## src/rtl/btb_update_ctrl.sv

```systemverilog
// Write-port controller for the 2-way BTB: queues EX-stage resolve updates, picks the hit/forwarded/LRU way,
// and sequences a full-table invalidate walk that stalls IF lookups until it completes.
module btb_update_ctrl #(
    parameter int SETS  = 8,
    parameter int TAG_W = 27,
    parameter int TGT_W = 32,
    localparam int INDEX_W = $clog2(SETS)
) (
    input  logic               clk,
    input  logic               rst_n,
    input  logic               upd_valid,
    output logic               upd_ready,
    input  logic [INDEX_W-1:0] upd_index,
    input  logic [TAG_W-1:0]   upd_tag,
    input  logic [TGT_W-1:0]   upd_target,
    input  logic               upd_hit1,
    input  logic               upd_hit2,
    input  logic               lru_write_bit,
    output logic               lru_update,
    output logic [INDEX_W-1:0] lru_update_index,
    output logic               lru_update_branch1,
    output logic               lru_update_branch2,
    output logic               btb_we1,
    output logic               btb_we2,
    output logic [INDEX_W-1:0] btb_windex,
    output logic [TAG_W-1:0]   btb_wtag,
    output logic [TGT_W-1:0]   btb_wtarget,
    output logic               btb_wvalid,
    input  logic               flush_req,
    output logic               flush_busy,
    output logic               flush_done,
    output logic               lookup_stall
);

    typedef enum logic [1:0] {IDLE, FLUSH, DONE} state_t;

    state_t state, state_next;

    logic [INDEX_W-1:0] q_index  [2];
    logic [TAG_W-1:0]   q_tag    [2];
    logic [TGT_W-1:0]   q_target [2];
    logic               q_hit1   [2];
    logic               q_hit2   [2];
    logic               rd_ptr;
    logic               wr_ptr;
    logic [1:0]         count;

    logic               fwd_valid;
    logic [INDEX_W-1:0] fwd_index;
    logic [TAG_W-1:0]   fwd_tag;
    logic               fwd_way2;

    logic [INDEX_W-1:0] idx;

    logic [INDEX_W-1:0] head_index;
    logic [TAG_W-1:0]   head_tag;
    logic [TGT_W-1:0]   head_target;
    logic               head_hit1;
    logic               head_hit2;
    logic               push;
    logic               issue;
    logic               flush_start;
    logic               fwd_match;
    logic               sel_way2;
    logic               known_way;

    assign head_index  = q_index[rd_ptr];
    assign head_tag    = q_tag[rd_ptr];
    assign head_target = q_target[rd_ptr];
    assign head_hit1   = q_hit1[rd_ptr];
    assign head_hit2   = q_hit2[rd_ptr];

    assign flush_start = (state == IDLE) && flush_req;
    assign upd_ready   = (state == IDLE) && !flush_req && (count < 2'd2);
    assign push        = upd_valid && upd_ready;
    assign issue       = (state == IDLE) && !flush_req && (count != 2'd0);

    // A miss that repeats the previous cycle's issue reuses its way so the branch is not inserted twice.
    assign fwd_match = fwd_valid && !head_hit1 && !head_hit2
                       && (fwd_index == head_index) && (fwd_tag == head_tag);
    assign sel_way2  = head_hit1 ? 1'b0 :
                       head_hit2 ? 1'b1 :
                       fwd_match ? fwd_way2 : lru_write_bit;
    assign known_way = head_hit1 || head_hit2 || fwd_match;

    always_ff @(posedge clk or negedge rst_n) begin
        if (!rst_n) begin
            state <= IDLE;
        end else begin
            state <= state_next;
        end
    end

    always_comb begin
        state_next = state;
        case (state)
            IDLE:    if (flush_req) state_next = FLUSH;
            FLUSH:   if (idx == INDEX_W'(SETS - 1)) state_next = DONE;
            DONE:    state_next = IDLE;
            default: state_next = IDLE;
        endcase
    end

    always_comb begin
        lru_update         = 1'b0;
        lru_update_index   = '0;
        lru_update_branch1 = 1'b0;
        lru_update_branch2 = 1'b0;
        btb_we1            = 1'b0;
        btb_we2            = 1'b0;
        btb_windex         = '0;
        btb_wtag           = '0;
        btb_wtarget        = '0;
        btb_wvalid         = 1'b0;
        flush_busy         = (state != IDLE);
        lookup_stall       = (state != IDLE);
        flush_done         = (state == DONE);
        case (state)
            IDLE: begin
                lru_update_index = head_index;
                if (issue) begin
                    btb_we1            = !sel_way2;
                    btb_we2            = sel_way2;
                    btb_windex         = head_index;
                    btb_wtag           = head_tag;
                    btb_wtarget        = head_target;
                    btb_wvalid         = 1'b1;
                    lru_update         = 1'b1;
                    lru_update_branch1 = known_way && !sel_way2;
                    lru_update_branch2 = known_way && sel_way2;
                end
            end
            FLUSH: begin
                btb_we1    = 1'b1;
                btb_we2    = 1'b1;
                btb_windex = idx;
            end
            default: ;
        endcase
    end

    // Two-entry FIFO; a flush start discards whatever is still queued.
    always_ff @(posedge clk or negedge rst_n) begin
        if (!rst_n) begin
            for (int i = 0; i < 2; i++) begin
                q_index[i]  <= '0;
                q_tag[i]    <= '0;
                q_target[i] <= '0;
                q_hit1[i]   <= 1'b0;
                q_hit2[i]   <= 1'b0;
            end
            rd_ptr <= 1'b0;
            wr_ptr <= 1'b0;
            count  <= 2'd0;
        end else if (flush_start) begin
            rd_ptr <= 1'b0;
            wr_ptr <= 1'b0;
            count  <= 2'd0;
        end else begin
            if (push) begin
                q_index[wr_ptr]  <= upd_index;
                q_tag[wr_ptr]    <= upd_tag;
                q_target[wr_ptr] <= upd_target;
                q_hit1[wr_ptr]   <= upd_hit1;
                q_hit2[wr_ptr]   <= upd_hit2;
                wr_ptr           <= ~wr_ptr;
            end
            if (issue) begin
                rd_ptr <= ~rd_ptr;
            end
            count <= count + {1'b0, push} - {1'b0, issue};
        end
    end

    always_ff @(posedge clk or negedge rst_n) begin
        if (!rst_n) begin
            fwd_valid <= 1'b0;
            fwd_index <= '0;
            fwd_tag   <= '0;
            fwd_way2  <= 1'b0;
        end else if (flush_start) begin
            fwd_valid <= 1'b0;
        end else begin
            fwd_valid <= issue;
            if (issue) begin
                fwd_index <= head_index;
                fwd_tag   <= head_tag;
                fwd_way2  <= sel_way2;
            end
        end
    end

    always_ff @(posedge clk or negedge rst_n) begin
        if (!rst_n) begin
            idx <= '0;
        end else if (state == FLUSH) begin
            idx <= (idx == INDEX_W'(SETS - 1)) ? '0 : idx + INDEX_W'(1);
        end else begin
            idx <= '0;
        end
    end

endmodule

```

## config.mk

```make
export PLATFORM = sky130hd
export DESIGN_NAME = btb_update_ctrl
export DESIGN_NICKNAME = d
export VERILOG_FILES = /design/src/rtl/btb_update_ctrl.sv
export SDC_FILE = /design/constraint.sdc
export NUM_CORES = 1
export LEC_CHECK = 0
export ABC_AREA = 1
export CAP_MARGIN = 20
export CORE_UTILIZATION = 50
export CTS_CLUSTER_DIAMETER = 30
export DETAILED_ROUTE_END_ITERATION = 7
export GPL_ROUTABILITY_DRIVEN = 1
export PLACE_DENSITY = 0.76
export SLEW_MARGIN = 10
export SYNTH_ARGS = -nofsm -noshare
export SYNTH_HDL_FRONTEND = slang
export SYNTH_SLANG_ARGS = --single-unit
```

## constraint.sdc

```tcl
create_clock -name clk -period 3.5 [get_ports clk]
set_input_delay 0.35 -clock clk [delete_from_list [all_inputs] [get_ports clk]]
set_output_delay 0.35 -clock clk [all_outputs]
set_load 0.005 [all_outputs]
```

Word-level counts from Yosys, hierarchy flattened
Index checks and enable logic that the tools add are counted.
- $add $sub $neg: 3
- magnitude comparators: 4
- eq/ne operators: 7
- mux-type cells: 59
- bitwise operators: 5
- reduce and logical (&&, ||, !) cells: 26
- operator list (cell ; count):
    $mux 32 ; 6
    $mux 27 ; 6
    $bwmux 64 ; 1
    $bwmux 54 ; 1
    $demux 32 s1 ; 1
    $demux 27 s1 ; 1
    $eq 27x27->1 ; 1
    $mux 3 ; 8
    $mux 1 ; 23
    $logic_and 1x1->1 ; 12
    $reduce_bool 2->1 ; 4
    $bwmux 6 ; 1
    $mux 2 ; 3
    $pmux 3 s2 ; 1
    $reduce_and 2->1 ; 3
    $bwmux 2 ; 2
    $ge 2x2->1 const B ; 2
    $logic_not 1->1 ; 4
    $not 1->2 ; 2
    $pmux 1 s2 ; 2
    $pmux 2 s2 ; 1
    $add 3x1->3 const B ; 1
    $demux 3 s1 ; 1
    $eq 3x3->1 ; 1
    13 further kinds ; 16
- bits in registers: 169
- bits of input ports: 69
- output and inout bits: 75
- logic and storage cells: 123

Depth between registers and ports, before layout
Gate-level depths: netlist (run 1).
- word-level depth: 16
- mapped depth: 17
- depth with buffers taken out: 16

Worst setup path before layout (run 1)
OpenSTA, ideal clock, no wires.
- path type: flip-flop to flip-flop
- start: reg state[0]
- end: reg count[1]
- setup time: 118 ps
- arrival time: 1921 ps
- required time: 3382 ps
- path slack: 1461 ps
- cell stages (with the launch flop): 12
- path buffers: 1
- clock period less this slack: 2039 ps
- cells stage by stage: dfrtp_1 nor2_2 inv_2 nor2_1 o21ai_1 inv_1 clkbuf_1 ha_1 inv_1 ha_1 xor2_1 nor2_1
- longest elaborated chain between the ends: 7
- elaborated cells between the ends (all ways): 9
- classes of those cells: 2 x add/sub; 1 x mux; 6 x reduce/logical
- ends and longest elaborated chain (item ; RTL line ; source):
    from (decl) ; 37 ; state_t state, state_next;
    from (signal assigned) ; 90 ; state <= state_next;
    $logic_not 2->1 * ; 73, 74, 76 ;
    $logic_and 1x1->1 ; 74, 76 ;
    $logic_and 1x1->1 ; 74 ; assign upd_ready = (state == IDLE) && !flush_req && (count < 2'd2);
    $logic_and 1x1->1 ; 75 ; assign push = upd_valid && upd_ready;
    $add 2x1->2 ; 171 ; count <= count + {1'b0, push} - {1'b0, issue};
    $sub 2x1->2 ; 171 ;
    $mux 2 * ; 155 ; end else if (flush_start) begin
    to (signal assigned) ; 171 ;
    to (decl) ; 46 ; logic [1:0] count;
Every way passes the cells marked *; elsewhere a longest branch is shown, timed or not.
A chain may end at the register's enable or synchronous reset.

Worst setup path after layout (run 1)
- start: reg rd_ptr
- end: out lru_update_branch2
- longest elaborated chain between the ends: 15
- elaborated cells between the ends (all ways): 29
- classes of those cells: 2 x eq/ne; 17 x mux; 1 x bitwise; 9 x reduce/logical
- ends and longest elaborated chain (item ; RTL line ; source):
    from (decl) ; 44 ; logic rd_ptr;
    from (signal assigned) ; 169 ; rd_ptr <= ~rd_ptr;
    $not 1->2 (not written as such) * ; - ;
    parallel branches: the longest is 11 deep, another holds $mux 27 ; - ;
    $logic_and 1x1->1 * ; 130 ; lru_update_branch2 = known_way && sel_way2;
    $mux 1 * ; 121 ; if (issue) begin
    $mux 1 * ; 118 ; case (state)
    to (decl) ; 22 ; output logic lru_update_branch2,
Mark *: on every way between the ends. The select of a mux whose other input is x is not followed.

==> metrics.md, run 1 <==
| Metric | Value |
|---|---|
| Final std cells w/o fill | `1508` |
| Final period util | `96.0%` |
| Sequential element share of the synthesized area | `about 50%` |
| Fmax | `298 MHz` |
| Synth area leader | `dfrtp_1` |
| Fillers | `1448` |
| Root buf cell | `clkbuf_16` |
| Yosys reg bits | `169` |
| Initial antenna violation count | `0` |
| Syn. warnings | `0` |
| Port bufs | `143` |
| Max-slew violations | `0` |
| Max IR drop VDD | `around 0.43 mV` |
| Worst-path clk slew | `0.07 ns` |
| Total power | `a little under 9 mW` |
| Synth cell types | `26` |
| Count of TritonRoute iterations in the first routing pass | `5` |
| # setup viols final | `0` |
| Critical path type | `reg -> out` |
| Place WS | `0.496 ns` |
| Switching power | `between 3 and 4 mW` |
| Hold slack | `roughly 0.016 ns` |
| Min-Delay Path Class | `in -> async` |
| Syn_area_per_cell | `7.43 um2` |
| Area added between synthesis and finish | `27.7%` |
| Commonest cells post-synth | `nand2_1 (412), dfrtp_1 (169), inv_1 (161)` |
| Crit Path Max Fanout | `20` |
| Crit path cell chain | `buf_4 > clkbuf_16 > nand2_2 > nand2_1 > nand2_1 > nand2_1 > inv_1 > nand2_1 > nor2_1 > nand2_1 > nor2_1 > nand2_1 > buf_4 > nand2_1 > nand2_1 > nor2_1 > clkdlybuf4s50_1` |
| Post-synth EDFFs | `0` |
| Placer Congestion | `0.866` |
| Most frequent CP cell | `nand2_1` |
| Dominant cells by area after synthesis | `dfrtp_1 (50%), nand2_1 (18%), inv_1 (7.1%), o21ai_0 (5.3%), nand3_1 (3.3%)` |
| Dpl hpwl | `14500 um` |
| Yosys top cell area share | `49.6%` |
| Layout Skew | `0.00839 ns` |
| Row Count | `47` |
| Max incr delay on CP | `0.52 ns` |
| CP required | `approximately 3.2 ns` |
| Max-cap violations | `0` |
| Status | `finished clean` |
| Pwr Density | `820 nW/um2` |
| Critical path arrival | `3.01 ns` |
| CTS H-tree lvls | `4` |
| # diodes | `0` |
| Final setup margin | `0.141 ns` |
| Comb power frac | `40.9%` |
| CP Capture Type | `primary output` |
| Largest net degree at the start of global routing | `105` |
| Cts bufs inserted | `17` |
| Cts hold-fix bufs | `0` |
| Tightest Pin Transition | `0.976 ns` |
| Antenna viol nets, final | `0` |
| Startpoint Class | `flip-flop` |
| Total global routing overflow | `0` |
| Chip Width | `133 um` |
| Final Hold Fails | `0` |
| Share of layout cells above drive strength 1 | `6.21%` |
| CTS tree | `done` |
| First-pass GRT wire length | `36100 um` |
| Die Ht | `roughly 130 um` |
| Area of the mapped netlist | `8530 um2` |
| CP max-delay cell | `dfrtp_4` |
| Nets | `1349` |
| Initial Util | `between 50 and 60%` |
| Clk pwr share | `20.6%` |
| Core ar. | `16600 um2` |
| Routed Wire Length | `22700 um` |
| Most used flip-flop cell after synthesis | `dfrtp_1` |
| All-Layer GR Usage | `26.0%` |
| Post-DR wirelength/cell | `approximately 15 um` |
| Dpl cells | `1465` |
| I/O pin count | `144` |
| Most numerous cell in the Yosys netlist | `nand2_1` |
| Crit path time final | `3.36 ns` |
| Setup TNS | `0 ns` |
| Via count | `~7800` |
| Async set or reset register ratio after synthesis | `100%` |
| Internal power | `5.39 mW` |
| Syn nets | `1221` |
| Clock Tree Buf Depth | `2` |
| CTS sink count | `169` |
| Worst skew pair latency | `0.43 ns` |
| Vias in the first global route | `7337` |
| Reg power frac | `38.5%` |
| Slew headroom | `34.9%` |
| Die area | `17600 um2` |
| Sw frac | `39.7%` |
| Via density | `5.17` |
| Post-route DRC | `0` |
| DRT iter0 DRCs | `~640` |
| LEAKAGE | `5.44 nW` |
| Post-synthesis cell count | `1148` |
-- routing by layer --
layer / routed length, um / vias to the layer above / global-route usage (%)
met5: 0 / - / 0
met1: 9760 / 3654 / 34.4
met2: 10900 / 281 / 42.9
met4: 467 / 0 / 7.92
met3: 1520 / 43 / 5.75
li1: - / 3816 / -
-- through the flow --
step | area (um2) | utilization, %
CTS | 10700 | 64.1
floorplan | 8530 | -
finish | 10900 | 65.5
detailed placement | 10100 | 60.6
global route | 10900 | 65.5
global placement | 10100 | 60.6
-- critical path: cells and delay by family (launching register included) --
kind	cells	cell delay [ns]
buffers and inverters	5	1.09
DFF	1	0.52
and+or+nand+nor	12	0.97
-- area by class of cell --
cell class	count	area [um2]	share of cell area [%]
repair inverters	2	41.3	0.379
clock buffers	20	447	4.10
clock inverters	11	125	1.15
inverters	163	638	5.86
well taps	220	275	2.53
repair buffers	164	1720	15.8
multi-input cells	759	3410	31.3
flip-flops and latches	169	4230	38.8
-- power groups by stage --
stage          logic, mW  clock network, mW  registers (mW)
2_1_floorplan       2.48                  0            3.28
3_3_place_gp        3.31                  0            3.41
3_5_place_dp        3.39                  0            3.43
4_1_cts             3.42               1.86            3.42
5_1_grt             4.18               1.95            3.54
6_report            3.65               1.85            3.44
-- what timing repair did --
action	CTS	global route
buffers inserted	0	6
setup endpoints to repair	0	4
endpoints found under the hold margin	0	0
gates resized for setup	0	14
-- sequential cells by signal, summed over array words and instances (netlist names), 2 cells and up --
| register | count |
|---|---|
| q_hit1 | 2 |
| state | 2 |
| idx | 3 |
| fwd_index | 3 |
| count | 2 |
| q_tag | 54 |
| q_index | 6 |
| fwd_tag | 27 |
| q_target | 64 |
| q_hit2 | 2 |
-- final timing paths --
check / startpoint / end / slack, ns / cells past startpoint
max reg2reg: state[0] / count[1] / 1.10 / 11
min reg2reg: q_target[4] / q_target[4] / 0.48 / 2
min in group clk: upd_hit1 / q_hit1[1] / 0.47 / 3
max: rd_ptr / lru_update_branch2 / 0.14 / 17
min: rst_n / q_tag[44] / 0.02 / 1
max in group asynchronous: rst_n / q_index[3] / 2.60 / 2
-- layout by cell type (no fill, tap or decap), drive strengths merged --
| cell type | n |
|---|---|
| nand2 | 426 |
| dfrtp | 169 |
| inv | 163 |
| clkdlybuf4s50 | 141 |
| o21ai | 137 |
| nand3 | 57 |
| a21oi | 52 |
| nor2 | 45 |
| o21bai | 24 |
| clkbuf | 22 |
| buf | 20 |
| clkinv | 9 |
| nand4 | 6 |
| ha | 4 |
| nand3b | 3 |
| bufinv | 2 |
| clkinvlp | 2 |
| nor3 | 1 |
| and2 | 1 |
| xnor2 | 1 |
| xor2 | 1 |
| or2 | 1 |
| dlymetal6s2s | 1 |
-- cell families after synthesis --
logic type,Yosys count,synth area share [%]
adders and majority gates,4,0.587
AOI/OAI and AO/OA,213,13.2
DFF,169,49.6
and+or+nand+nor,540,25.5
xor gates and xnor gates,2,0.205
buffers and inverters,220,10.9
Power figures use the tool's default switching activity.
==> inputs of run 2 (changes only) <==
CORE_MARGIN = 2   (was unset)
TNS_END_PERCENT = 5   (was unset)
==> metrics.md, run 2 (synthesis gave the netlist of run 1 again) <==
| Metric | Value |
|---|---|
| Biggest regs | `q_target: 64 flops, q_tag: 54 flops, fwd_tag: 27 flops` |
| Max-slew violations | `0 (unchanged)` |
| LEAKAGE | `5.35 nW (-1.6%)` |
| Critical path arrival | `3.00 ns (about the same)` |
| CTS sink count | `169 (unchanged)` |
| Largest Register | `q_target` |
| Final Hold Fails | `12 (+12)` |
| Worst skew pair latency | `0.43 ns (about the same)` |
| # setup viols final | `0 (unchanged)` |
| CP required | `3.15 ns (about the same)` |
| CTS tree | `done` |
| Layout Skew | `0.0116 ns (+0.00321 ns)` |
| Most common cell after layout, fill and taps aside | `nand2_1` |
| CP Capture Type | `primary output` |
| Routed Wire Length | `21400 um (-5.4%)` |
| Startpoint Class | `flip-flop` |
| Setup TNS | `0 ns (unchanged)` |
| Failing checks | `negative hold slack` |
| Placer Congestion | `0.843 (-2.6%)` |
| Delay-heaviest family, CP | `simple AND/OR/NAND/NOR gates` |
| Max-cap violations | `0 (unchanged)` |
| Nets | `1344 (-0.37%)` |
| Most frequent cells in the layout | `nand2_1 (412), dfrtp_1 (168), inv_1 (161), clkdlybuf4s50_1 (142), o21ai_0 (91)` |
| Status | `finished, violations left` |
| Hold slack | `-0.00990 ns (-0.0255 ns)` |
| Initial Util | `51.3% (unchanged)` |
| CTS H-tree lvls | `4 (unchanged)` |
| Total power | `8.75 mW (-2.1%)` |
| Post-DR wirelength/cell | `14.3 um (-5.1%)` |
| Final period util | `95.8% (-0.14 points)` |
| Count of TritonRoute iterations in the first routing pass | `5 (unchanged)` |
| Max IR drop VDD | `0.488 mV (+14%)` |
| I/O pin count | `144 (unchanged)` |
| Die Ht | `135 um (+1.5%)` |
| Crit path cell chain | `buf_12 > inv_16 > nand2_1 > nand3_1 > and2_1 > nand2_1 > nor2_1 > nand2_1 > nor2_2 > nand2_1 > nand2_1 > nand3_2 > nand2_1 > nand2_1 > nor2_1 > clkdlybuf4s50_1` |
| Cts hold-fix bufs | `0 (unchanged)` |
| Worst-path clk slew | `0.07 ns (about the same)` |
| Pwr Density | `813 nW/um2 (-0.89%)` |
| Port bufs | `143 (unchanged)` |
| All-Layer GR Usage | `24.1% (-1.9 points)` |
| Fmax | `298 MHz (+0.14%)` |
| DRT iter0 DRCs | `665 (+4.2%)` |
| Initial antenna violation count | `0 (unchanged)` |
| Tightest Pin Transition | `0.832 ns (-0.145 ns)` |
| Crit Path Max Fanout | `24 (+20%)` |
| Largest net degree at the start of global routing | `90 (-14%)` |
| Chip Width | `135 um (+1.5%)` |
| Most frequent CP cell | `nand2_1` |
| Critical path type | `reg -> out` |
| CP max-delay cell | `dfrtp_4` |
| First-pass GRT wire length | `34700 um (-4.0%)` |
| Flip-flop count of the largest register after layout | `64 (unchanged)` |
| Clock Tree Buf Depth | `2 (unchanged)` |
| # diodes | `0 (unchanged)` |
| Buffer and inverter count on the worst path | `3 (-2)` |
| Die area | `18100 um2 (+3.0%)` |
| Area added between synthesis and finish | `26.1%` |
| Max incr delay on CP | `0.58 ns (+0.06 ns)` |
| Cts bufs inserted | `17 (unchanged)` |
| Via count | `7600 (-2.5%)` |
| Row Count | `47 (unchanged)` |
| Crit path time final | `3.35 ns (-0.00483 ns)` |
| Total global routing overflow | `0 (unchanged)` |
| Vias in the first global route | `7118 (-3.0%)` |
| Root buf cell | `clkbuf_16` |
| Antenna viol nets, final | `0 (unchanged)` |
| Min-Delay Path Class | `in -> async` |
| Share of layout cells above drive strength 1 | `5.84% (-0.37 points)` |
| Slew headroom | `44.6% (+9.6 points)` |
| Core ar. | `16600 um2 (unchanged)` |
| Dpl hpwl | `14500 um (about the same)` |
| Via density | `5.05 (-2.2%)` |
| Post-route DRC | `0 (unchanged)` |
==> run 2: where the power goes <==
group	switching [mW]	total [mW]	internal [mW]
combinational	2.10	3.49	1.39
sequential	0.590	3.45	2.86
clock	0.816	1.81	0.990
==> run 2: metal layers <==
metal  track usage, %  vias up  share of wire (%)
met5                0        -                  0
met4             7.84        0                1.9
met3             6.16       33                6.6
met2             38.0      210                 47
met1             32.7     3544                 44
li1                 -     3813                  -
==> run 2: cell type report <==
cell class / count / area [um2]
Fill cell: 1468 / 5880
Sequential cell: 169 / 4230
Multi-Input combinational cell: 759 / 3410
Timing Repair Buffer: 159 / 1620
Inverter: 163 / 624
Clock buffer: 17 / 425
Tap cell: 220 / 275
Clock inverter: 15 / 143
Timing Repair inverter: 2 / 28.8
==> run 2: metrics by stage <==
stage                     cells  cell area (um2)  setup WS (ns)  utilization (%)
after global routing       1504            10800       -0.00976             64.6
after CTS                  1501            10700          0.215             64.1
after detailed placement   1469            10100          0.670             60.7
after global placement     1469            10100          0.677             60.7
final                      1504            10800          0.146             64.6
after floorplan            1148             8530           1.46                -
==> run 2: final timing paths <==
| kind | slack [ns] | cells after the start | from | endpoint |
|---|---|---|---|---|
| min | -0.01 | 1 | rst_n | q_tag[16] |
| max in group asynchronous | 2.53 | 2 | rst_n | q_target[54] |
| min in group clk | 0.47 | 1 | idx[0] | idx[0] |
| max reg2reg | 1.04 | 7 | count[1] | count[1] |
| max | 0.15 | 16 | rd_ptr | lru_update_branch1 |
| min reg2reg | 0.47 | 1 | idx[0] | idx[0] |
==> run 2: what timing repair did <==
action                     4_1_cts  5_1_grt
setup endpoints to repair        0        3
gates resized for setup          0       13
buffers inserted                 0        1
